File: src/rtl/video_timing_pkg.sv
// Shared timing descriptors, standard mode constants and FSM state type
// for the raster timing generator.
package video_timing_pkg;

  typedef struct packed {
    int unsigned h_active;
    int unsigned h_fp;
    int unsigned h_sync;
    int unsigned h_bp;
    int unsigned v_active;
    int unsigned v_fp;
    int unsigned v_sync;
    int unsigned v_bp;
    logic        h_pol;
    logic        v_pol;
  } timing_t;

  localparam timing_t SVGA_800X600_56 = '{
    h_active: 800, h_fp: 24, h_sync: 72, h_bp: 128,
    v_active: 600, v_fp: 1,  v_sync: 2,  v_bp: 22,
    h_pol: 1'b1, v_pol: 1'b1
  };

  localparam timing_t VGA_640X480_60 = '{
    h_active: 640, h_fp: 16, h_sync: 96, h_bp: 48,
    v_active: 480, v_fp: 10, v_sync: 2,  v_bp: 33,
    h_pol: 1'b0, v_pol: 1'b0
  };

  typedef enum logic {
    ST_IDLE = 1'b0,
    ST_RUN  = 1'b1
  } state_e;

endpackage

File: src/rtl/sig_delay.sv
// Fixed-depth shift register with per-bit reset value; depth 0 is a wire.
module sig_delay #(
  parameter int unsigned       WIDTH   = 1,
  parameter int unsigned       DEPTH   = 1,
  parameter logic [WIDTH-1:0]  RST_VAL = '0
) (
  input  logic             clk_i,
  input  logic             rst_i,
  input  logic [WIDTH-1:0] d_i,
  output logic [WIDTH-1:0] q_o
);

  if (DEPTH == 0) begin : g_pass
    logic unused_clk_rst;
    assign unused_clk_rst = clk_i ^ rst_i;
    assign q_o = d_i;
  end else begin : g_pipe
    logic [DEPTH-1:0][WIDTH-1:0] stage_q;

    always_ff @(posedge clk_i or posedge rst_i) begin
      if (rst_i) begin
        stage_q <= {DEPTH{RST_VAL}};
      end else begin
        stage_q[0] <= d_i;
        for (int i = 1; i < DEPTH; i++) stage_q[i] <= stage_q[i-1];
      end
    end

    assign q_o = stage_q[DEPTH-1];
  end

endmodule

File: src/rtl/video_timing_gen.sv
// Parametrised raster timing generator: h/v counters, syncs, display enable,
// line/frame strobes, frame counter and a delayed copy of sync/enable.
module video_timing_gen
  import video_timing_pkg::*;
#(
  parameter int unsigned H_ACTIVE    = SVGA_800X600_56.h_active,
  parameter int unsigned H_FP        = SVGA_800X600_56.h_fp,
  parameter int unsigned H_SYNC      = SVGA_800X600_56.h_sync,
  parameter int unsigned H_BP        = SVGA_800X600_56.h_bp,
  parameter int unsigned V_ACTIVE    = SVGA_800X600_56.v_active,
  parameter int unsigned V_FP        = SVGA_800X600_56.v_fp,
  parameter int unsigned V_SYNC      = SVGA_800X600_56.v_sync,
  parameter int unsigned V_BP        = SVGA_800X600_56.v_bp,
  parameter bit          H_SYNC_POL  = SVGA_800X600_56.h_pol,
  parameter bit          V_SYNC_POL  = SVGA_800X600_56.v_pol,
  parameter int unsigned DELAY       = 0,
  parameter int unsigned FRAME_CNT_W = 16,
  localparam int unsigned H_TOTAL    = H_ACTIVE + H_FP + H_SYNC + H_BP,
  localparam int unsigned V_TOTAL    = V_ACTIVE + V_FP + V_SYNC + V_BP,
  localparam int unsigned H_W        = $clog2(H_TOTAL),
  localparam int unsigned V_W        = $clog2(V_TOTAL)
) (
  input  logic                   pixel_clk,
  input  logic                   arst,
  input  logic                   en,
  output logic [H_W-1:0]         h_coord,
  output logic [V_W-1:0]         v_coord,
  output logic                   h_sync,
  output logic                   v_sync,
  output logic                   disp_enbl,
  output logic                   h_sync_d,
  output logic                   v_sync_d,
  output logic                   disp_enbl_d,
  output logic                   line_start,
  output logic                   frame_start,
  output logic [FRAME_CNT_W-1:0] frame_cnt,
  output logic                   running
);

  localparam int unsigned HS_START = H_ACTIVE + H_FP;
  localparam int unsigned HS_END   = H_ACTIVE + H_FP + H_SYNC;
  localparam int unsigned VS_START = V_ACTIVE + V_FP;
  localparam int unsigned VS_END   = V_ACTIVE + V_FP + V_SYNC;

  state_e                 state_q, state_d;
  logic [H_W-1:0]         h_q, h_d;
  logic [V_W-1:0]         v_q, v_d;
  logic [FRAME_CNT_W-1:0] fcnt_q, fcnt_d;
  logic                   hs_q, vs_q, de_q, ls_q, fs_q;
  logic                   hs_d, vs_d, de_d, ls_d, fs_d;
  logic                   run_d, h_last, v_last;

  assign h_last = (32'(h_q) == H_TOTAL - 1);
  assign v_last = (32'(v_q) == V_TOTAL - 1);

  always_comb begin
    state_d = state_q;
    h_d     = '0;
    v_d     = '0;
    fcnt_d  = fcnt_q;
    if (state_q == ST_IDLE) begin
      if (en) state_d = ST_RUN;
    end else begin
      h_d = h_q + H_W'(1);
      v_d = v_q;
      if (h_last) begin
        h_d = '0;
        v_d = v_q + V_W'(1);
        if (v_last) begin
          // en is only honoured here, so a stop never truncates a frame
          v_d    = '0;
          fcnt_d = fcnt_q + FRAME_CNT_W'(1);
          if (!en) state_d = ST_IDLE;
        end
      end
    end

    // Decode from the next count so registered outputs line up with the coords
    run_d = (state_d == ST_RUN);
    de_d  = run_d && (32'(h_d) < H_ACTIVE) && (32'(v_d) < V_ACTIVE);
    hs_d  = (run_d && (32'(h_d) >= HS_START) && (32'(h_d) < HS_END)) ?
            H_SYNC_POL : !H_SYNC_POL;
    vs_d  = (run_d && (32'(v_d) >= VS_START) && (32'(v_d) < VS_END)) ?
            V_SYNC_POL : !V_SYNC_POL;
    ls_d  = run_d && (h_d == '0);
    fs_d  = run_d && (h_d == '0) && (v_d == '0);
  end

  always_ff @(posedge pixel_clk or posedge arst) begin
    if (arst) begin
      state_q <= ST_IDLE;
      h_q     <= '0;
      v_q     <= '0;
      fcnt_q  <= '0;
      hs_q    <= !H_SYNC_POL;
      vs_q    <= !V_SYNC_POL;
      de_q    <= 1'b0;
      ls_q    <= 1'b0;
      fs_q    <= 1'b0;
    end else begin
      state_q <= state_d;
      h_q     <= h_d;
      v_q     <= v_d;
      fcnt_q  <= fcnt_d;
      hs_q    <= hs_d;
      vs_q    <= vs_d;
      de_q    <= de_d;
      ls_q    <= ls_d;
      fs_q    <= fs_d;
    end
  end

  sig_delay #(
    .WIDTH   (3),
    .DEPTH   (DELAY),
    .RST_VAL ({!H_SYNC_POL, !V_SYNC_POL, 1'b0})
  ) u_delay (
    .clk_i (pixel_clk),
    .rst_i (arst),
    .d_i   ({hs_q, vs_q, de_q}),
    .q_o   ({h_sync_d, v_sync_d, disp_enbl_d})
  );

  assign h_coord     = h_q;
  assign v_coord     = v_q;
  assign h_sync      = hs_q;
  assign v_sync      = vs_q;
  assign disp_enbl   = de_q;
  assign line_start  = ls_q;
  assign frame_start = fs_q;
  assign frame_cnt   = fcnt_q;
  assign running     = (state_q == ST_RUN);

endmodule

File: config.mk
export PLATFORM = sky130hd
export DESIGN_NAME = video_timing_gen
export DESIGN_NICKNAME = d
export VERILOG_FILES = /design/src/rtl/video_timing_pkg.sv /design/src/rtl/sig_delay.sv /design/src/rtl/video_timing_gen.sv
export SDC_FILE = /design/constraint.sdc
export NUM_CORES = 1
export LEC_CHECK = 0
export ABC_AREA = 1
export ABC_CLOCK_PERIOD_IN_PS = 2800
export CAP_MARGIN = 20
export CORE_MARGIN = 8
export CORE_UTILIZATION = 56
export CTS_CLUSTER_SIZE = 12
export DETAILED_ROUTE_END_ITERATION = 10
export GPL_ROUTABILITY_DRIVEN = 1
export GPL_TIMING_DRIVEN = 1
export MAX_ROUTING_LAYER = met4
export PLACE_DENSITY_LB_ADDON = 0.15
export SKIP_LAST_GASP = 1
export SLEW_MARGIN = 10
export SYNTH_ARGS = -nofsm -noshare
export SYNTH_HDL_FRONTEND = slang
export SYNTH_SLANG_ARGS = --single-unit
File: constraint.sdc
create_clock -name pixel_clk -period 2.8 [get_ports pixel_clk]
set_input_delay 0.28 -clock pixel_clk [delete_from_list [all_inputs] [get_ports pixel_clk]]
set_output_delay 0.28 -clock pixel_clk [all_outputs]
set_load 0.01 [all_outputs]
==> metrics.txt, run 1 <==
run status finished clean; Hold Fails Final Rpt 0; primary flip-flop cell chosen by synthesis mapping sky130_fd_sc_hd__dfrtp_1; Final setup viols 0; maximum number of pins on one net before global-route repair 43; post-placement cell area 3010 um^2; final weighted congestion in routability-driven placement 0.906; summed instance area of the synthesized netlist 2500 um^2; Final Cycle Share 72.1%; leakage 1.59 nW; Post-CTS Setup Repair Bufs 0; number of enable flip-flop cells after synthesis 0; type of element launching the critical path flip-flop; drt first pass iters 4; DRC violations left 0; root buf cell sky130_fd_sc_hd__clkbuf_8; Floorplan Core Area 4320 um^2; vertical die dimension 82.8 um; mean number of vias per cell 5.10; Max IR drop VDD 0.321 mV; total power density per cell area 333 nW/um^2; H-tree level count 2; number of global-route vias before repair 2139; number of core rows 24; number of hold-repair buffers added at the cts stage 0; register-to-register setup slack 0.78 ns; Area Growth Syn to Fin 24.1%; Sum Neg Setup Slack 0 ns; Clock Latency Late Sink 0.30 ns; type of the worst setup path flip-flop to flip-flop; cts bufs inserted 5; count of antenna-violating nets left after detailed routing 0; classification of the worst-slack hold path input pin to asynchronous set/reset pin; global-route usage over all layers 18.8%; start point of the critical path h_coord[0]; CTS clk-pin slew, worst paths 0.08 ns; I/O pin total 48; fin crit period 2.02 ns; critical path fanouts, max 9; post-synthesis area per instance 7.64 um^2; Num Clock Sinks 42; upper clock frequency limit 496 MHz; CP arrival 2.21 ns; Final HPWL DP 4420 um; worst reg2reg endpoint disp_enbl; post-detailed-route wirelength per cell 13.4 um; number of antenna cells inserted 0; endpoint class of the critical path flip-flop; count of input and output buffers 47; maximum count of clock buffers along a single path 2; initial standard-cell utilization of the core 57.8%; count of warnings emitted by yosys 0; Resize count post-CTS 0; TritonCTS clock tree built; post-synthesis cell count 327; post-route cell area 3100 um^2; post-synthesis net count 334; number of nets at the end of the flow 383; share of flip-flops with an asynchronous set or reset 100%; worst clock skew 0.00703 ns; global-route wire length before repair 9690 um; startpoint of the lowest-slack register-to-register path h_coord[0]; number of violations reported at the end of detailed-routing iteration 0 177; number of cells traversed by the worst register-to-register path 12; vias after detailed routing 2186; transition time of the tightest slew-check pin 0.526 ns; worst path required time 2.99 ns; initial antenna violation count 0; number of synthesized register bits 42; final number of max-transition violations 0; unrepaired setup endpoints after global routing no; wire length reported by the detailed router 5760 um; area of the die 6860 um^2; Relative slew margins 64.9%; number of distinct library cells after synthesis 32; fraction of layout cells with a size suffix above 1 8.49%; sequential-to-total area share from yosys stat 42.1%; horizontal extent of the die 82.8 um; total global routing overflow 0; max-cap viol count 0
==> routing by layer <==
layer / wire, um / GRT usage (%) / up-vias
li1: - / - / 1111
met1: 2500 / 22.1 / 1001
met2: 2820 / 30.1 / 66
met3: 367 / 5.60 / 8
met4: 73 / 6.38 / 0
met5: 0 / - / -
==> how the worst max path moves through the flow <==
stage	endpoint	slack (ns)	cells past startpoint
2_1_floorplan	frame_cnt[7]	1.03	9
3_5_place_dp	disp_enbl	0.81	12
4_1_cts	disp_enbl	0.79	12
6_report	disp_enbl	0.78	12
5_1_grt	v_sync	0.57	11
3_3_place_gp	v_sync	0.87	9
==> area by class of cell <==
cell class | instances | area (um^2)
timing repair buffer | 49 | 485
multi-input combinational | 228 | 1220
clock buffer | 6 | 82.6
inverter | 50 | 188
clock inverter | 2 | 12.5
tap | 52 | 65.1
sequential | 42 | 1050
fill | 373 | 1220
==> cells by family after synthesis <==
group                    share of synthesized area [%]
buffers and inverters                             9.26
XOR/XNOR                                          6.31
adder cells (fa/ha/maj)                           2.00
AND/OR/NAND/NOR                                   38.5
AO/OA/AOI/OAI                                     1.85
flip-flops                                        42.1
==> power by group <==
group          internal, W  leakage [nW]  switching (W)
logic           0.00000352         0.980      0.0000121
registers         0.000606         0.562              0
clock network     0.000198        0.0472       0.000213
total             0.000808          1.59       0.000225
==> per-stage QoR <==
step	util (%)	hold slack (ns)	setup WS [ns]	instances	power, W
after floorplan	-	0.450	1.03	327	0.000627
after global placement	69.5	0.478	0.875	421	0.000634
after detailed placement	69.5	0.479	0.815	421	0.000634
after CTS	71.7	0.416	0.789	429	0.00105
after global routing	71.7	0.496	0.573	429	0.00107
final	71.7	0.413	0.782	429	0.00103
==> cell usage in the layout (no fill, tap or decap), types with 3 or more instances in the layout <==
master                             n
sky130_fd_sc_hd__or2_2             4
sky130_fd_sc_hd__nand3_4           3
sky130_fd_sc_hd__clkdlybuf4s50_1  47
sky130_fd_sc_hd__clkbuf_8          6
sky130_fd_sc_hd__xor2_1           10
sky130_fd_sc_hd__ha_1              4
sky130_fd_sc_hd__dfrtp_1          42
sky130_fd_sc_hd__nor2_4            4
sky130_fd_sc_hd__nand2_1          89
sky130_fd_sc_hd__nand3_1          37
sky130_fd_sc_hd__xnor2_1           8
sky130_fd_sc_hd__inv_1            49
sky130_fd_sc_hd__nor2_1           41
sky130_fd_sc_hd__nor3_1            4
sky130_fd_sc_hd__nand4_1           5
==> Yosys cell counts (2+ instances only) <==
library cell	number	share of area, %
sky130_fd_sc_hd__nor3_1	4	0.80
sky130_fd_sc_hd__xnor2_1	8	2.8
sky130_fd_sc_hd__nor2_2	2	0.50
sky130_fd_sc_hd__nor2_1	41	6.2
sky130_fd_sc_hd__nand2_2	2	0.50
sky130_fd_sc_hd__nor2_8	2	1.6
sky130_fd_sc_hd__nand2_1	89	13
sky130_fd_sc_hd__nand4_1	5	1.3
sky130_fd_sc_hd__o21ai_0	2	0.40
sky130_fd_sc_hd__nand3_1	37	7.4
sky130_fd_sc_hd__buf_4	4	1.2
sky130_fd_sc_hd__dfrtp_1	42	42
sky130_fd_sc_hd__xor2_1	10	3.5
sky130_fd_sc_hd__nor2_4	4	1.8
sky130_fd_sc_hd__nand3_4	3	2.1
sky130_fd_sc_hd__nand3_2	2	0.80
sky130_fd_sc_hd__inv_1	49	7.4
sky130_fd_sc_hd__ha_1	4	2.0
sky130_fd_sc_hd__or2_2	4	1.0
==> sequential cells by signal, indices dropped and copies added (netlist names) <==
name         cells
frame_cnt       16
h_coord         10
v_coord         10
disp_enbl        1
frame_start      1
h_sync           1
line_start       1
running          1
v_sync           1
==> critical path: stages, from the launching register on <==
cell and delay, ns:
sky130_fd_sc_hd__dfrtp_1 0.44, sky130_fd_sc_hd__ha_1 0.21, sky130_fd_sc_hd__nand2_2 0.09, sky130_fd_sc_hd__nor2_4 0.17, sky130_fd_sc_hd__nand2_1 0.14, sky130_fd_sc_hd__nor2_4 0.22
sky130_fd_sc_hd__nand2_1 0.08, sky130_fd_sc_hd__nand3_1 0.10, sky130_fd_sc_hd__nand2_1 0.13, sky130_fd_sc_hd__inv_1 0.08, sky130_fd_sc_hd__nand3_1 0.09, sky130_fd_sc_hd__nor2_1 0.13
sky130_fd_sc_hd__nor2_1 0.05
(Power assumes the default switching activity.)
==> run 2, diff against run 1 <==
ABC_CLOCK_PERIOD_IN_PS = 2100   (was 2800)
CORE_UTILIZATION = 52   (was 56)
clock period = 2.1 ns   (was 2.8 ns; I/O delays follow)
==> run 2 against run 1 <==
Net effect:
- clock skew grew 0.0036 ns
- maximum frequency grew 5.1%
- critical path depth shrank 1
- combinational power grew 33%
- critical endpoint unchanged
- largest cell class unchanged
==> metrics.txt, run 2 (same netlist as run 1, synthesis figures left out) <==
max-cap viol count 0; Floorplan Core Area 4690 um^2; TritonCTS clock tree built; vias after detailed routing 2227; met1 track demand over resource in global routing 21.3%; Seq. cell area 1050 um^2; final weighted congestion in routability-driven placement 0.871; number of core rows 25; fin crit period 1.92 ns; Final setup viols 0; total area of multi-input combinational cells 1250 um^2; Relative slew margins 65.3%; Final HPWL DP 4520 um; Clock Latency Late Sink 0.30 ns; initial antenna violation count 0; met3 track demand over resource in global routing 4.44%; run status finished clean; pre-CTS setup slack 0.134 ns; count of antenna-violating nets left after detailed routing 0; Net Sw Frac 21.6%; classification of the worst-slack hold path input pin to asynchronous set/reset pin; number of global-route vias before repair 2218; vertical die dimension 85.3 um; DRC violations left 0; transition time of the tightest slew-check pin 0.520 ns; cts bufs inserted 5; start point of the critical path h_coord[1]; switching power total 0.000321 W; delay of the slowest cell on the worst path 0.44 ns; type of the worst setup path flip-flop to flip-flop; worst clock skew 0.0107 ns; internal power 0.00117 W; Filler Cells Inserted 395; upper clock frequency limit 521 MHz; root buf cell sky130_fd_sc_hd__clkbuf_8; total power density per cell area 465 nW/um^2; H-tree level count 2; met2 layer usage reported by global route 28.9%; Sum Neg Setup Slack 0 ns; maximum count of clock buffers along a single path 2; number of violations reported at the end of detailed-routing iteration 0 183; Area Growth Syn to Fin 28.2%; CTS clk-pin slew, worst paths 0.09 ns; number of nets at the end of the flow 388; startpoint of the lowest-slack register-to-register path h_coord[1]; max reg flops 16; leakage 1.64 nW; maximum number of pins on one net before global-route repair 43; Final WS setup 0.180 ns; share of total power in combinational logic 1.4%; worst path required time 2.29 ns; wire length reported by the detailed router 6040 um; area of the die 7280 um^2; leading cell types in the layout, fill and taps excluded sky130_fd_sc_hd__nand2_1 (86), sky130_fd_sc_hd__inv_1 (49), sky130_fd_sc_hd__clkdlybuf4s50_1 (47); initial standard-cell utilization of the core 53.3%; Max IR drop VDD 0.450 mV; slowest stage cell on the critical path sky130_fd_sc_hd__dfrtp_1; post-detailed-route wirelength per cell 13.9 um; portion of total power attributed to the clock network 44.3%; Sequential Power Share 54.3%; Most Used Layer, Global Route met2; fraction of layout cells with a size suffix above 1 11.3%; global-route usage over all layers 17.7%; count of input and output buffers 47; total global routing overflow 0; number of antenna cells inserted 0; list of cells traversed by the critical path ha_4 > nand2_4 > nor2_4 > nand2_2 > nor2_4 > buf_12 > o211ai_1 > nor2_1 > nor2_1 > nor2_1 > nor2_1; Hold Fails Final Rpt 0; horizontal extent of the die 85.3 um; critical path fanouts, max 7; most frequent standard cell in the layout excluding fill and tap cells sky130_fd_sc_hd__nand2_1; number of hold-repair buffers added at the cts stage 0; most frequent CP cell sky130_fd_sc_hd__nor2_1; mean number of vias per cell 5.11; Final Cycle Share 91.4%; endpoint class of the critical path flip-flop; I/O pin total 48; type of element launching the critical path flip-flop; global-route wire length before repair 10200 um; drt first pass iters 4; final number of max-transition violations 0; CP arrival 2.11 ns; Num Clock Sinks 42
run 2: cell count changes in the layout (fill, tap and decap cells not counted), sizes merged:
cell      change
buf           +5
bufinv        +1
clkbuf        -1
clkinv        -1
clkinvlp      +1
run 2: final cells by class:
class | instances | share of cell area (%)
multi-input combinational | 228 | 38.9
sequential | 42 | 32.9
timing repair buffer | 54 | 16.7
inverter | 50 | 5.86
clock buffer | 5 | 2.15
tap | 54 | 2.11
clock inverter | 3 | 1.41
run 2: power by group through the flow:
stage	logic, W	registers (W)	clock network, W
2_1_floorplan	0.0000122	0.000824	0
3_3_place_gp	0.0000219	0.000824	0
3_5_place_dp	0.0000225	0.000824	0
4_1_cts	0.0000224	0.000808	0.000679
5_1_grt	0.0000248	0.000808	0.000706
6_report	0.0000207	0.000808	0.000659
run 2: worst paths after layout:
check	end	slack, ns	depth (start not counted)
worst max-delay path	disp_enbl	0.18	11
worst max register to register	disp_enbl	0.18	11
max in group asynchronous	h_coord[0]	1.39	3
worst min register to register	frame_cnt[14]	0.51	1
worst min-delay path	v_coord[7]	0.33	3
min in group pixel_clk	frame_cnt[14]	0.51	1
run 2: through the flow:
| stage | hold slack, ns | cell area, um^2 | cells | total power (W) | utilization, % |
|---|---|---|---|---|---|
| final | 0.334 | 3200 | 436 | 0.00149 | 68.3 |
| after global routing | 0.379 | 3200 | 436 | 0.00154 | 68.3 |
| after CTS | 0.356 | 3130 | 432 | 0.00151 | 66.7 |
| after detailed placement | 0.493 | 3020 | 424 | 0.000847 | 64.3 |
| after global placement | 0.485 | 3020 | 424 | 0.000846 | 64.3 |
| after floorplan | 0.380 | 2500 | 327 | 0.000836 | - |
run 2: per-layer routing:
layer	up-vias	part of all wire [%]
li1	1114	-
met1	1028	44
met2	79	48
met3	6	6.6
met4	0	0.88
met5	-	0
run 2: worst max-delay path, delay by kind of cell (launching register included):
family / cells / cell delay (ns)
simple gates: 8 / 0.92
flops: 1 / 0.44
fa+ha+maj: 1 / 0.18
compound gates: 1 / 0.15
buf+inv: 1 / 0.13
run 2: what timing repair did:
action,CTS,global route
buffers inserted,0,4
gates resized for setup,0,8
setup endpoints to repair,0,3
==> run 3, diff against run 2 <==
PLACE_DENSITY_LB_ADDON = 0.3   (was 0.15)
==> run 3 against run 2 <==
Net effect:
- flip-flop and latch count unchanged
- via count decreased by 1.5%
- die area unchanged
- combinational power about the same
- largest cell class unchanged
- critical path depth increased by 1
==> metrics.txt, run 3 (same netlist as run 1, synthesis figures left out) <==
run status finished clean; global-route wire length before repair 9930 um; startpoint of the lowest-slack register-to-register path h_coord[0]; drt first pass iters 4; vias after detailed routing 2194; CP arrival 2.20 ns; type of the worst setup path flip-flop to flip-flop; cts bufs inserted 5; leakage 1.61 nW; maximum number of pins on one net before global-route repair 43; Inst Count DP 423; maximum count of clock buffers along a single path 2; leading cell types in the layout, fill and taps excluded sky130_fd_sc_hd__nand2_1 (89), sky130_fd_sc_hd__inv_1 (49), sky130_fd_sc_hd__clkdlybuf4s50_1 (47); fin crit period 1.97 ns; CTS clk-pin slew, worst paths 0.08 ns; fraction of layout cells with a size suffix above 1 8.97%; TritonCTS clock tree built; final weighted congestion in routability-driven placement 0.910; Final HPWL DP 4450 um; initial antenna violation count 0; upper clock frequency limit 506 MHz; Hold Fails Final Rpt 0; number of global-route vias before repair 2135; mean number of vias per cell 5.07; classification of the worst-slack hold path input pin to asynchronous set/reset pin; register-to-register setup slack 0.13 ns; area of the die 7280 um^2; start point of the critical path h_coord[0]; number of nets at the end of the flow 385; Relative slew margins 65.4%; endpoint class of the critical path flip-flop; number of hold-repair buffers added at the cts stage 0; final number of max-transition violations 0; count of input and output buffers 47; max reg flops 16; Clock Latency Late Sink 0.30 ns; DRC violations left 0; vertical die dimension 85.3 um; number of cells traversed by the worst register-to-register path 12; Final Cycle Share 94.0%; list of cells traversed by the critical path ha_1 > nand2_2 > nor2_4 > nand2_1 > nor2_4 > buf_12 > or2_2 > nand3_1 > nand2_1 > nor2_1 > nand3_1 > nor2_1; transition time of the tightest slew-check pin 0.519 ns; max-cap viol count 0; count of antenna-violating nets left after detailed routing 0; I/O pin total 48; root buf cell sky130_fd_sc_hd__clkbuf_8; initial standard-cell utilization of the core 53.3%; critical path fanouts, max 7; number of core rows 25; Num Clock Sinks 42; global-route usage over all layers 17.4%; final hold slack 0.326 ns; total power density per cell area 468 nW/um^2; most frequent standard cell in the layout excluding fill and tap cells sky130_fd_sc_hd__nand2_1; delay of the slowest cell on the worst path 0.44 ns; timing endpoint of the critical path v_sync; worst reg2reg endpoint v_sync; type of element launching the critical path flip-flop; Area Growth Syn to Fin 25.9%; Final setup viols 0; worst clock skew 0.0101 ns; number of antenna cells inserted 0; slowest stage cell on the critical path sky130_fd_sc_hd__dfrtp_2; number of violations reported at the end of detailed-routing iteration 0 189; wire length reported by the detailed router 5860 um; worst path required time 2.32 ns; Max IR drop VDD 0.453 mV; Floorplan Core Area 4690 um^2; non-filler instance count after layout 433; horizontal extent of the die 85.3 um; post-detailed-route wirelength per cell 13.5 um; H-tree level count 2; total global routing overflow 0
## run 3: changes by cell type in the layout (fill, tap and decap cells not counted), sizes merged
cell | before | now
clkinvlp | 2 | 1
buf | 7 | 4
clkbuf | 5 | 6
## run 3: worst min-delay path by stage
stage                  startpoint       endpoint  slack (ns)  cells past startpoint
finish                       arst     h_coord[3]        0.33                      3
global route                 arst     h_coord[5]        0.39                      3
CTS                          arst         h_sync        0.34                      3
detailed placement  frame_cnt[14]  frame_cnt[14]        0.49                      1
global placement    frame_cnt[14]  frame_cnt[14]        0.48                      1
floorplan                      en        running        0.38                      2
## run 3: metrics by stage
step	instance area [um^2]	setup slack, ns	total power [W]	utilization, %	setup TNS, ns
2_1_floorplan	2500	0.334	0.000836	-	0
3_3_place_gp	3010	0.165	0.000846	64.1	0
3_5_place_dp	3010	0.122	0.000846	64.1	0
4_1_cts	3120	0.0952	0.00149	66.5	0
5_1_grt	3150	-0.00706	0.00152	67.1	-0.00706
6_report	3150	0.125	0.00147	67.1	0
## run 3: cell type report
cell class | instances | area, um^2
Inverter | 50 | 188
Timing Repair Buffer | 51 | 513
Sequential cell | 42 | 1050
Clock buffer | 6 | 72.6
Tap cell | 54 | 67.6
Multi-Input combinational cell | 228 | 1220
Clock inverter | 2 | 37.5
Fill cell | 393 | 1550
## run 3: what timing repair did
item / CTS / global route
buffers inserted: 0 / 2
endpoints found under the hold margin: 0 / 0
resized for setup: 0 / 1
setup endpoints to repair: 0 / 4
## run 3: routing by layer
metal	wire length, um	vias up	global-route usage (%)
met5	0	-	-
met4	90	0	7.64
met3	352	8	4.25
met2	2780	56	26.6
met1	2630	1020	21.3
li1	-	1110	-
## run 3: worst max-delay path, delay by kind of cell, from the launching register on
kind / cells / cell delay (ns)
and+or+nand+nor: 10 / 1.11
adders and majority gates: 1 / 0.22
DFF: 1 / 0.44
buffers and inverters: 1 / 0.13
## run 3: power by group
part	internal, W	switching, W
logic	0.00000470	0.0000158
registers	0.000808	0
clock network	0.000355	0.000290
total	0.00117	0.000306
